==> config.mk <==
export PLATFORM = sky130hd
export DESIGN_NAME = ex_operand_stage
export DESIGN_NICKNAME = d
export VERILOG_FILES = /design/src/rtl/ex_operand_stage.sv
export SDC_FILE = /design/constraint.sdc
export NUM_CORES = 1
export LEC_CHECK = 0
export BUFFER_PORTS_ARGS = -buffer_cell sky130_fd_sc_hd__buf_2
export CELL_PAD_IN_SITES_DETAIL_PLACEMENT = 0
export CELL_PAD_IN_SITES_GLOBAL_PLACEMENT = 2
export CORE_MARGIN = 5
export CORE_UTILIZATION = 28
export CTS_CLUSTER_SIZE = 40
export DETAILED_ROUTE_END_ITERATION = 6
export PLACE_DENSITY = 0.83
export SLEW_MARGIN = 25
export SYNTH_ARGS = -nofsm -noshare
export SYNTH_HDL_FRONTEND = slang
export SYNTH_SLANG_ARGS = --single-unit
==> constraint.sdc <==
create_clock -name clk_i -period 2.4 [get_ports clk_i]
set_input_delay 0.24 -clock clk_i [delete_from_list [all_inputs] [get_ports clk_i]]
set_output_delay 0.24 -clock clk_i [all_outputs]
set_load 0.01 [all_outputs]
==> src/rtl/ex_operand_stage.sv <==
// ID/EX register feeding the ALU: EX/MEM and MEM/WB forwarding, one bubble on load-use, flush from branch resolution.
// Latency ID->ALU operands 1 cycle; holds while mem_ready_i=0 and backpressures ID through ex_ready_o.
// Optional EX_STALL_CNT_EN adds stall_cnt_o, a wrapping count of cycles in which ID was stalled.
module ex_operand_stage #(
   parameter int XLEN  = 32,
   parameter int REGW  = 5,
   parameter int CTRLW = 12
) (
   input  logic             clk_i,
   input  logic             rst_i,
`ifdef EX_STALL_CNT_EN
   output logic [31:0]      stall_cnt_o,
`endif
   input  logic             id_valid_i,
   output logic             ex_ready_o,
   input  logic [XLEN-1:0]  id_pc_i,
   input  logic [REGW-1:0]  id_rs1_i,
   input  logic [REGW-1:0]  id_rs2_i,
   input  logic [XLEN-1:0]  id_rs1_data_i,
   input  logic [XLEN-1:0]  id_rs2_data_i,
   input  logic [XLEN-1:0]  id_imm_i,
   input  logic             id_use_imm_i,
   input  logic [REGW-1:0]  id_rd_i,
   input  logic             id_reg_we_i,
   input  logic             id_mem_read_i,
   input  logic             id_branch_i,
   input  logic [CTRLW-1:0] id_alu_ctrl_i,
   input  logic             mem_ready_i,
   input  logic             flush_i,
   input  logic             exm_we_i,
   input  logic [REGW-1:0]  exm_rd_i,
   input  logic [XLEN-1:0]  exm_data_i,
   input  logic             wb_we_i,
   input  logic [REGW-1:0]  wb_rd_i,
   input  logic [XLEN-1:0]  wb_data_i,
   output logic             ex_valid_o,
   output logic [XLEN-1:0]  src1_o,
   output logic [XLEN-1:0]  src2_o,
   output logic [XLEN-1:0]  ex_store_data_o,
   output logic [CTRLW-1:0] ex_alu_ctrl_o,
   output logic [XLEN-1:0]  ex_pc_o,
   output logic [XLEN-1:0]  ex_imm_o,
   output logic [REGW-1:0]  ex_rd_o,
   output logic             ex_reg_we_o,
   output logic             ex_mem_read_o,
   output logic             ex_branch_o
);

   typedef struct packed {
      logic [XLEN-1:0]  pc;
      logic [XLEN-1:0]  imm;
      logic [XLEN-1:0]  rs1_data;
      logic [XLEN-1:0]  rs2_data;
      logic [REGW-1:0]  rs1;
      logic [REGW-1:0]  rs2;
      logic [REGW-1:0]  rd;
      logic             use_imm;
      logic             reg_we;
      logic             mem_read;
      logic             branch;
      logic [CTRLW-1:0] alu_ctrl;
   } ex_regs_t;

   ex_regs_t ex_q;
   logic     valid_q;
   logic     hazard;
   logic     capture;
   logic [XLEN-1:0] fwd_rs1;
   logic [XLEN-1:0] fwd_rs2;

   assign hazard = valid_q & ex_q.mem_read & (ex_q.rd != '0) & id_valid_i &
                   ((ex_q.rd == id_rs1_i) | (ex_q.rd == id_rs2_i));
   assign ex_ready_o = (~valid_q | mem_ready_i) & ~hazard;
   assign capture    = id_valid_i & ex_ready_o;

   // Bubble and normal drain both just clear valid; only capture reloads fields
   always_ff @(posedge clk_i) begin
      if (rst_i) begin
         valid_q <= 1'b0;
         ex_q    <= '0;
      end else if (flush_i) begin
         valid_q <= 1'b0;
      end else if (capture) begin
         valid_q          <= 1'b1;
         ex_q.pc          <= id_pc_i;
         ex_q.imm         <= id_imm_i;
         ex_q.rs1_data    <= id_rs1_data_i;
         ex_q.rs2_data    <= id_rs2_data_i;
         ex_q.rs1         <= id_rs1_i;
         ex_q.rs2         <= id_rs2_i;
         ex_q.rd          <= id_rd_i;
         ex_q.use_imm     <= id_use_imm_i;
         ex_q.reg_we      <= id_reg_we_i;
         ex_q.mem_read    <= id_mem_read_i;
         ex_q.branch      <= id_branch_i;
         ex_q.alu_ctrl    <= id_alu_ctrl_i;
      end else if (valid_q & mem_ready_i) begin
         valid_q <= 1'b0;
      end
   end

   // EX/MEM is younger than MEM/WB, so it wins when both target the same register
   always_comb begin
      fwd_rs1 = ex_q.rs1_data;
      if (ex_q.rs1 == '0)
         fwd_rs1 = '0;
      else if (exm_we_i && exm_rd_i == ex_q.rs1)
         fwd_rs1 = exm_data_i;
      else if (wb_we_i && wb_rd_i == ex_q.rs1)
         fwd_rs1 = wb_data_i;

      fwd_rs2 = ex_q.rs2_data;
      if (ex_q.rs2 == '0)
         fwd_rs2 = '0;
      else if (exm_we_i && exm_rd_i == ex_q.rs2)
         fwd_rs2 = exm_data_i;
      else if (wb_we_i && wb_rd_i == ex_q.rs2)
         fwd_rs2 = wb_data_i;
   end

   assign ex_valid_o      = valid_q;
   assign src1_o          = fwd_rs1;
   assign src2_o          = ex_q.use_imm ? ex_q.imm : fwd_rs2;
   assign ex_store_data_o = fwd_rs2;
   assign ex_alu_ctrl_o   = ex_q.alu_ctrl;
   assign ex_pc_o         = ex_q.pc;
   assign ex_imm_o        = ex_q.imm;
   assign ex_rd_o         = ex_q.rd;
   assign ex_reg_we_o     = valid_q & ex_q.reg_we;
   assign ex_mem_read_o   = valid_q & ex_q.mem_read;
   assign ex_branch_o     = valid_q & ex_q.branch;

`ifdef EX_STALL_CNT_EN
   always_ff @(posedge clk_i) begin
      if (rst_i)
         stall_cnt_o <= '0;
      else if (id_valid_i & ~ex_ready_o & ~flush_i)
         stall_cnt_o <= stall_cnt_o + 32'd1;
   end
`endif

endmodule

# Word level (Yosys, flattened, before mapping)
# Cells that the tools add are included.
# Widths: inputs -> output; s select.
[word_totals] regBits=160 input_bits=240 output_inout_bits=182 word_cells=52
[op_classes] eq_ne=6 mux=9 bitwise_logic=14 reduce_logical=10
[ops] operator="$mux 32" n=7
[ops] operator="$eq 5x5->1" n=6
[ops] operator="$logic_not 5->1" n=2
[ops] operator="$and 1x1->1" n=9
[ops] operator="$reduce_bool 5->1" n=1
[ops] operator="$logic_and 1x1->1" n=4
[ops] operator="$not 1->1" n=3
[ops] operator="$mux 1" n=2
[ops] operator="$or 1x1->1" n=2
[ops] operator="$reduce_and 2->1" n=1
[ops] operator="$reduce_bool 2->1" n=1
[ops] operator="$reduce_or 2->1" n=1

# Depth between registers and ports, before layout
# Gate-level depths: netlist (run 1).
[depth] word_depth=8 mapped_depth=8 mapped_depth_nobuf=5

# Worst setup path before layout (run 1)
# OpenSTA, ideal clock, no wires.
[synth_path] path_kind="flip-flop to output port" startpoint="register ex_q[22] (netlist name)" endpoint="output src2_o[10]" t_arrival_ns=1.874 required_ns=2.160 path_slack_ns=0.286 stages_incl_launch_ff=8 n_path_buf=2 cell_sequence="dfxtp_1 -> xor2_1 -> nor4_4 -> and2_1 -> buf_2 -> buf_4 -> a211oi_1 -> o41ai_1"
[synth_via] elab_chain_cells=6 word_cells_on_any_way=9 cone_classes="eq/ne: 2; mux: 4; reduce/logical: 3"
[synth_lines] element="start, declared" line="64" source="ex_regs_t ex_q;"
[synth_lines] element="$eq 5x5->1" line="117" source="else if (wb_we_i && wb_rd_i == ex_q.rs2)"
[synth_lines] element="$logic_and 1x1->1" line="117"
[synth_lines] element="$mux 32" line="117"
[synth_lines] element="$mux 32" line="115" source="else if (exm_we_i && exm_rd_i == ex_q.rs2)"
[synth_lines] element="$mux 32 (*)" line="113" source="if (ex_q.rs2 == '0)"
[synth_lines] element="$mux 32 (*)" line="123" source="assign src2_o = ex_q.use_imm ? ex_q.imm : fwd_rs2;"
[synth_lines] element="end, declared" line="38" source="output logic [XLEN-1:0] src2_o,"
# Every way passes the cells marked *; elsewhere a longest branch is shown, timed or not.

# Worst setup path in the final report (run 1)
[layout_path] startpoint="register ex_q[22] (netlist name)" endpoint="output src2_o[19]"
# Same word-level chain as after synthesis.

==> impl_metrics.json, run 1 <==
{
  "end_kind": "output port",
  "remaining_drc_errors": 0,
  "cts_htree_levels": 4,
  "cts.path.max_buffers": 2,
  "coreArea_um2": 36400,
  "max_slew_margin_pct": 57.8,
  "grt_remaining_overflow": 0,
  "critical_path.startpoint_type": "register",
  "first_global_vias": 9956,
  "synth_warnings": 0,
  "nFillCells": 3657,
  "detailed_place_hpwl_mm": 27.2,
  "cpMaxStageDelayCell": "sky130_fd_sc_hd__dfxtp_4",
  "nNetsFinal": 1758,
  "synth.net_count": 1403,
  "groute.usage.overall_pct": 18.8,
  "fin_total_pwr_mw": 7.43,
  "tightestPinTransition_ps": 633,
  "synth.avg_cell_area_um2": 8.86,
  "hold_path_class": "in -> reg",
  "dieArea_um2": 40700,
  "routedWlPerCell_um": 20.7,
  "clk_pin_slew_worst_paths_ps": 70,
  "final_period_minus_worst_setup_slack_ps": 2700,
  "cts_tree": "yes",
  "skew_ps": 10.1,
  "max-cap-violations": 0,
  "outcome": "finished, violations left",
  "rr_worst_depth": 6,
  "synth_edf_count": 0,
  "clock_latency_reported_for_the_late_side_of_the_worst_skew_pair_ps": 440,
  "timing.reg2reg.setup_slack_ps": 220,
  "timing.final.setup_violations": 96,
  "setup_ws_ps": -305,
  "cts-buffers-inserted": 17,
  "timing.final.hold_violations": 0,
  "worst-setup-path-type": "reg -> out",
  "area_of_the_mapped_netlist_um2": 10300,
  "clock_tree.root_cell": "sky130_fd_sc_hd__clkbuf_16",
  "asyncSetResetFlopFracSynth_pct": 0,
  "ys_types": 29,
  "fmax_ghz": 0.370,
  "pwr_density_cell_nw_per_um2": 500,
  "grt_setup_unrepaired": "yes",
  "timing.critical_path.required_ps": 2160,
  "utilization_pct": 40.8,
  "drt_pre_antenna_iters": 4,
  "timing.critical_path.from": "ex_q[22]",
  "setup-tns-final_ps": -16880,
  "cp_top_family": "buffers and inverters",
  "critPathMaxFanout": 5,
  "fin_worst_hold_slack_ps": 47.3,
  "post_dp_cell_area_um2": 12400,
  "seq_area_frac_synth_pct": 31.1,
  "grt_start_max_net_pins": 81,
  "rows": 70,
  "yosys_register_bits": 160,
  "top_level_ports": 422,
  "endpoint": "src2_o[19]",
  "synth_largest_area_cell": "sky130_fd_sc_hd__dfxtp_1",
  "critPathMaxStageDelay_ps": 360,
  "route.antenna.remaining_nets": 0,
  "cells_after_synth": 1163,
  "vias_per_cell": 4.74,
  "antenna_violations_before_repair": 11,
  "die_h_um": 202,
  "grt_first_pass_wirelength_mm": 59.8,
  "die_width_um": 202,
  "irDropWorstVdd_mv": 0.505,
  "top_routing_layer_in_use": "met5",
  "most_common_cell_on_crit_path": "sky130_fd_sc_hd__buf_4",
  "stdcell_area_um2": 14900,
  "tritoncts_num_sinks": 160,
  "data_arrival_time_of_the_worst_path_ps": 2460,
  "syn_to_final_growth_pct": 44.2,
  "timing.final.crit_share_pct": 113,
  "leading_register_cell_type_out_of_synthesis": "sky130_fd_sc_hd__dfxtp_1",
  "met2_length_mm": 20.2,
  "failing_checks": "setup timing",
  "p_leak_nw": 6.37,
  "port-buffer-count": 421,
  "start_util_pct": 28.3,
  "regToRegEndpoint": "ex_imm_o[15]",
  "wl_met1_mm": 17.7,
  "path_depth": 9,
  "post_synth_main_area_contributors": "sky130_fd_sc_hd__dfxtp_1, sky130_fd_sc_hd__nand2b_1, sky130_fd_sc_hd__mux2i_1",
  "critical_path_buffer_and_inverter_count": 4,
  "count_of_pins_over_their_slew_limit": 0,
  "final_layout_size_suffix_gt1_share_pct": 45.6,
  "worstReg2RegStart": "ex_rd_o[0]",
  "synth_top_area_share_pct": 31.1,
  "routed-via-count": 9476,
  "place_congestion": 0.846,
  "route.final.wire_length_mm": 41.4,
  "detailedRoute.firstIterationViolations": 296,
  "met3RoutedLength_mm": 2.67,
  "cell_by_cell_trace_of_the_critical_path": "xor2_4 > nor4_4 > buf_4 > and2_4 > buf_12 > buf_4 > a211oi_2 > o41ai_2 > buf_2"
}
-- worst min path at each step --
stage	startpoint	endpoint	depth (start not counted)	slack (ps)
after floorplan	flush_i	ex_valid_o	1	320
after global placement	flush_i	ex_valid_o	2	420
after detailed placement	flush_i	ex_valid_o	2	420
after CTS	id_rd_i[1]	ex_rd_o[1]	3	10
after global routing	id_alu_ctrl_i[9]	ex_alu_ctrl_o[9]	3	30
final	id_pc_i[27]	ex_pc_o[27]	3	50
-- where the power goes --
group	internal (mW)	switching, mW	total [mW]
clock	1.55	1.19	2.74
sequential	2.79	0.107	2.90
combinational	0.866	0.926	1.79
-- logic make-up after synthesis --
kind of cell | Yosys count | share of synthesized area [%]
muxes | 191 | 18.6
DFF | 160 | 31.1
and+or+nand+nor | 470 | 25.8
xor gates and xnor gates | 30 | 2.55
AOI/OAI and AO/OA | 134 | 10.2
buffers and inverters | 178 | 11.7
-- cell type report --
type	count	area (um^2)	area share, %
repair buffers	513	3560	23.9
inverters	1	3.75	0.0253
clock inverters	9	111	0.749
multi-input cells	825	6920	46.5
well taps	468	586	3.94
diodes	3	7.51	0.0505
flip-flops and latches	160	3220	21.7
clock buffers	22	454	3.06
-- timing repair --
item                                    4_1_cts  5_1_grt
hold buffers                                  1        0
cloned                                       11        8
setup buffers                                17       14
gates resized for setup                     134      122
endpoints found under the setup margin       96       96
pin swaps                                    47       55
endpoints found under the hold margin         1        0
-- sequential cells by signal (all words and copies together) (netlist names) --
register       count
ex_valid_o         1
ex_q              78
ex_imm_o          32
ex_rd_o            5
ex_alu_ctrl_o     12
ex_pc_o           32
-- per-stage QoR --
step	instances	worst slack [ps]
2_1_floorplan	1163	286
3_3_place_gp	1919	-177
3_5_place_dp	1919	-163
4_1_cts	1978	-384
5_1_grt	1999	-380
6_report	2001	-305
-- routing by layer --
| layer | vias up | global-route usage (%) |
|---|---|---|
| li1 | 4569 | - |
| met1 | 4497 | 22.5 |
| met2 | 331 | 32.6 |
| met3 | 61 | 5.90 |
| met4 | 18 | 5.37 |
| met5 | - | 0 |
-- cells in the mapped netlist, types with 11 or more instances --
library cell / count
sky130_fd_sc_hd__buf_4: 89
sky130_fd_sc_hd__nor2_1: 68
sky130_fd_sc_hd__buf_12: 11
sky130_fd_sc_hd__dfxtp_1: 160
sky130_fd_sc_hd__xor2_1: 26
sky130_fd_sc_hd__o41ai_1: 32
sky130_fd_sc_hd__a21boi_0: 32
sky130_fd_sc_hd__nor3_1: 34
sky130_fd_sc_hd__nand2_1: 33
sky130_fd_sc_hd__a211oi_1: 65
sky130_fd_sc_hd__mux2i_1: 191
sky130_fd_sc_hd__clkbuf_1: 67
sky130_fd_sc_hd__nand2b_1: 319
-- worst reg2reg max path, cell delays in order (launching register included) --
cell	delay, ps
sky130_fd_sc_hd__dfxtp_1	360
sky130_fd_sc_hd__or4_1	580
sky130_fd_sc_hd__o211ai_2	230
sky130_fd_sc_hd__o2111a_4	270
sky130_fd_sc_hd__buf_12	200
sky130_fd_sc_hd__buf_12	240
sky130_fd_sc_hd__mux2i_1	220
-- cells in the final DEF, fill, tap and decap left out, types with 26 or more instances in the layout --
cell                         n
sky130_fd_sc_hd__nand2_1    32
sky130_fd_sc_hd__nor2_4     30
sky130_fd_sc_hd__nor2_1     34
sky130_fd_sc_hd__nand2b_1  319
sky130_fd_sc_hd__buf_2     420
sky130_fd_sc_hd__mux2i_1   186
sky130_fd_sc_hd__buf_12     33
sky130_fd_sc_hd__buf_4      32
sky130_fd_sc_hd__dfxtp_1   152
sky130_fd_sc_hd__a211oi_2   28
sky130_fd_sc_hd__o41ai_2    26
Note: power is estimated with default switching activity, not from simulation.
==> run 2, diff against run 1 <==
- ABC_AREA: not set -> 1
- CORE_UTILIZATION: 28 -> 23
- PLACE_DENSITY: 0.83 -> 0.81
==> run 2 against run 1 <==
Against the previous run:
- the run still ends with setup timing left
- die area up 17%
- cell count increased by 42%
- highest routed layer is now met4
- critical endpoint is now src2_o[3]
- clock power grew 3%
- utilization is 4.6 points lower
- critical path depth up 2
- worst setup slack better by 250 ps
- maximum frequency grew 10%
==> impl_metrics.json, run 2 <==
{
  "cts.path.max_buffers": 2,
  "largest_register_ffs": 78,
  "setup_ws_ps": -51.0,
  "cts_htree_levels": 4,
  "routedWlPerCell_um": 16.6,
  "antenna_violations_before_repair": 2,
  "timing.final.hold_violations": 0,
  "synth.net_count": 2002,
  "post_dp_cell_area_um2": 12300,
  "clock_latency_reported_for_the_late_side_of_the_worst_skew_pair_ps": 480,
  "dieArea_um2": 47800,
  "synth_largest_area_cell": "sky130_fd_sc_hd__dfxtp_1",
  "area_of_the_mapped_netlist_um2": 10000,
  "synth_warnings": 0,
  "final_layout_size_suffix_gt1_share_pct": 30.4,
  "nNetsFinal": 2474,
  "wl_met1_mm": 20.1,
  "hold_path_class": "in -> reg",
  "p_leak_nw": 8.88,
  "ys_types": 21,
  "tritoncts_num_sinks": 160,
  "outcome": "finished, violations left",
  "drt_pre_antenna_iters": 5,
  "fmax_ghz": 0.408,
  "routed-via-count": 12000,
  "max_slew_margin_pct": 69.8,
  "cells_after_synth": 1762,
  "met3RoutedLength_mm": 3.37,
  "detailedRoute.firstIterationViolations": 644,
  "skew_ps": 14.0,
  "leading_register_cell_type_out_of_synthesis": "sky130_fd_sc_hd__dfxtp_1",
  "vias_per_cell": 4.24,
  "synth_top_area_share_pct": 32.0,
  "asyncSetResetFlopFracSynth_pct": 0,
  "top_routing_layer_in_use": "met4",
  "timing.critical_path.required_ps": 2160,
  "die_h_um": 219,
  "largest-register": "ex_q",
  "power.combinational.fraction_pct": 29.3,
  "data_arrival_time_of_the_worst_path_ps": 2210,
  "timing.final.setup_violations": 3,
  "synth_commonest_cells": "sky130_fd_sc_hd__nand2_1, sky130_fd_sc_hd__nor2_1, sky130_fd_sc_hd__inv_1",
  "cpMaxStageDelayCell": "sky130_fd_sc_hd__dfxtp_4",
  "count_of_pins_over_their_slew_limit": 0,
  "rows": 76,
  "yosys.cell_count.top_type": "sky130_fd_sc_hd__nand2_1",
  "clk_pin_slew_worst_paths_ps": 80,
  "grt_start_max_net_pins": 74,
  "end_kind": "output port",
  "failing_checks": "setup timing",
  "route.antenna.remaining_nets": 0,
  "grt_first_pass_wirelength_mm": 67.7,
  "p_seq_share_pct": 36.2,
  "yosys_register_bits": 160,
  "tightestPinTransition_ps": 453,
  "worst-setup-path-type": "reg -> out",
  "critPathMaxStageDelay_ps": 370,
  "clkPwrFrac_pct": 34.5,
  "grt_remaining_overflow": 0,
  "clock_tree.root_cell": "sky130_fd_sc_hd__clkbuf_16",
  "cts_tree": "yes",
  "cell_by_cell_trace_of_the_critical_path": "inv_4 > buf_6 > o22ai_4 > nor2_4 > buf_6 > buf_12 > nand4_1 > nand3_1 > nand2_2 > o21ai_2 > buf_2",
  "first_global_vias": 11800,
  "place_congestion": 0.865,
  "start_util_pct": 23.2,
  "met2_length_mm": 22.8,
  "critPathMaxFanout": 7,
  "internal-power_mw": 5.28,
  "number_of_instances_in_the_placed_design": 2616,
  "grt_setup_unrepaired": "yes",
  "groute.usage.overall_pct": 18.4,
  "syn_to_final_growth_pct": 55.9,
  "most-common-layout-cells": "sky130_fd_sc_hd__nand2_1, sky130_fd_sc_hd__nor2_1, sky130_fd_sc_hd__buf_2",
  "switching_share_pct": 35.7,
  "synth_edf_count": 0,
  "most_common_cell_on_crit_path": "sky130_fd_sc_hd__buf_6",
  "synth.avg_cell_area_um2": 5.68,
  "route.final.wire_length_mm": 47.2,
  "pwr_density_cell_nw_per_um2": 527,
  "power_switching_mw": 2.94,
  "final_period_minus_worst_setup_slack_ps": 2450,
  "final-instance-count-excl-fill": 2835,
  "post_synth_main_area_contributors": "sky130_fd_sc_hd__dfxtp_1, sky130_fd_sc_hd__nand2_1, sky130_fd_sc_hd__nor2_1",
  "irDropWorstVdd_mv": 0.563,
  "layout_commonest_cell": "sky130_fd_sc_hd__nand2_1",
  "coreArea_um2": 43100,
  "port-buffer-count": 421,
  "detailed_place_hpwl_mm": 31.5,
  "top_level_ports": 422,
  "remaining_drc_errors": 0,
  "timing.final.crit_share_pct": 102,
  "cts-buffers-inserted": 17,
  "nFillCells": 4804,
  "max-cap-violations": 0,
  "critical_path.startpoint_type": "register",
  "die_width_um": 219,
  "critical_path_buffer_and_inverter_count": 5,
  "seq_area_frac_synth_pct": 32.0,
  "stdcell_area_um2": 15600,
  "cp_top_family": "buffers and inverters"
}
## run 2: cell count changes in the layout (fill, tap and decap cells not counted), sizes merged, moves of 32 or more
cell,before,now
a21boi,32,0
nor2,68,461
nand2,33,514
nand3,1,74
inv,1,255
buf,506,472
dlygate4sd3,1,157
nand4,0,65
mux2i,191,0
o41ai,32,0
o21ai,1,38
nand2b,319,0
a211oi,65,0
## run 2: stage by stage
stage | util [%] | total power, mW | setup TNS [ps] | hold WS, ps | setup WS [ps]
CTS | 34.4 | 8.22 | -1590 | 9.48 | -76.2
detailed placement | 28.6 | 5.02 | 0 | 427 | 221
finish | 36.2 | 8.22 | -81.0 | 52.8 | -51.0
floorplan | - | 4.21 | 0 | 317 | 659
global route | 36.2 | 8.72 | -3350 | 45.4 | -139
global placement | 28.6 | 5.00 | 0 | 426 | 271
## run 2: per-layer routing
metal  up-vias  GRT usage [%]
met3        47           4.97
met1      5462           22.4
met5         -              0
li1       6151              -
met4         0           5.65
met2       373           31.7
## run 2: logic make-up after synthesis
kind of cell | count (synthesis) | share of synthesized area [%]
buffers and inverters | 426 | 20.2
and+or+nand+nor | 1118 | 44.6
AOI/OAI and AO/OA | 53 | 2.75
DFF | 160 | 32.0
xor gates and xnor gates | 5 | 0.438
## run 2: final cells by class
cell class                 instances  area, um^2  area share (%)
clock buffer                      18         439            2.81
multi-input combinational       1176        5470            35.0
inverter                         244         938            6.01
timing repair buffer             635        4660            29.8
tap                              585         732            4.69
antenna                            3        7.51          0.0481
clock inverter                    14         138           0.882
sequential                       160        3230            20.7
## run 2: power by group through the flow
stage | clock network [mW] | registers, mW | logic (mW)
global placement | 0 | 3.02 | 1.98
finish | 2.83 | 2.97 | 2.41
detailed placement | 0 | 3.03 | 1.99
floorplan | 0 | 2.99 | 1.22
global route | 3.06 | 3.00 | 2.67
CTS | 2.96 | 2.97 | 2.28
## run 2: path summary, 6_finish.rpt
| check | startpoint | end | slack (ps) | cells after the start |
|---|---|---|---|---|
| worst max-delay path | ex_q[23] | src2_o[3] | -50 | 11 |
| worst min-delay path | id_rs1_i[0] | ex_q[26] | 50 | 3 |
| worst max register to register | ex_rd_o[3] | ex_q[64] | 350 | 11 |
| worst min register to register | ex_pc_o[26] | ex_pc_o[26] | 510 | 4 |
## run 2: worst reg2reg max path: cells and delay by family (launching register included)
kind / cells / cell delay [ps]
buffers and inverters: 2 / 460
flip-flops: 1 / 470
AND/OR/NAND/NOR: 9 / 1020
## run 2: what timing repair did
item,CTS,global route
gates resized for setup,55,169
setup endpoints to repair,88,95
hold buffers,157,0
gates cloned,4,9
pin swaps,14,49
buffers inserted,11,5
endpoints found under the hold margin,156,0
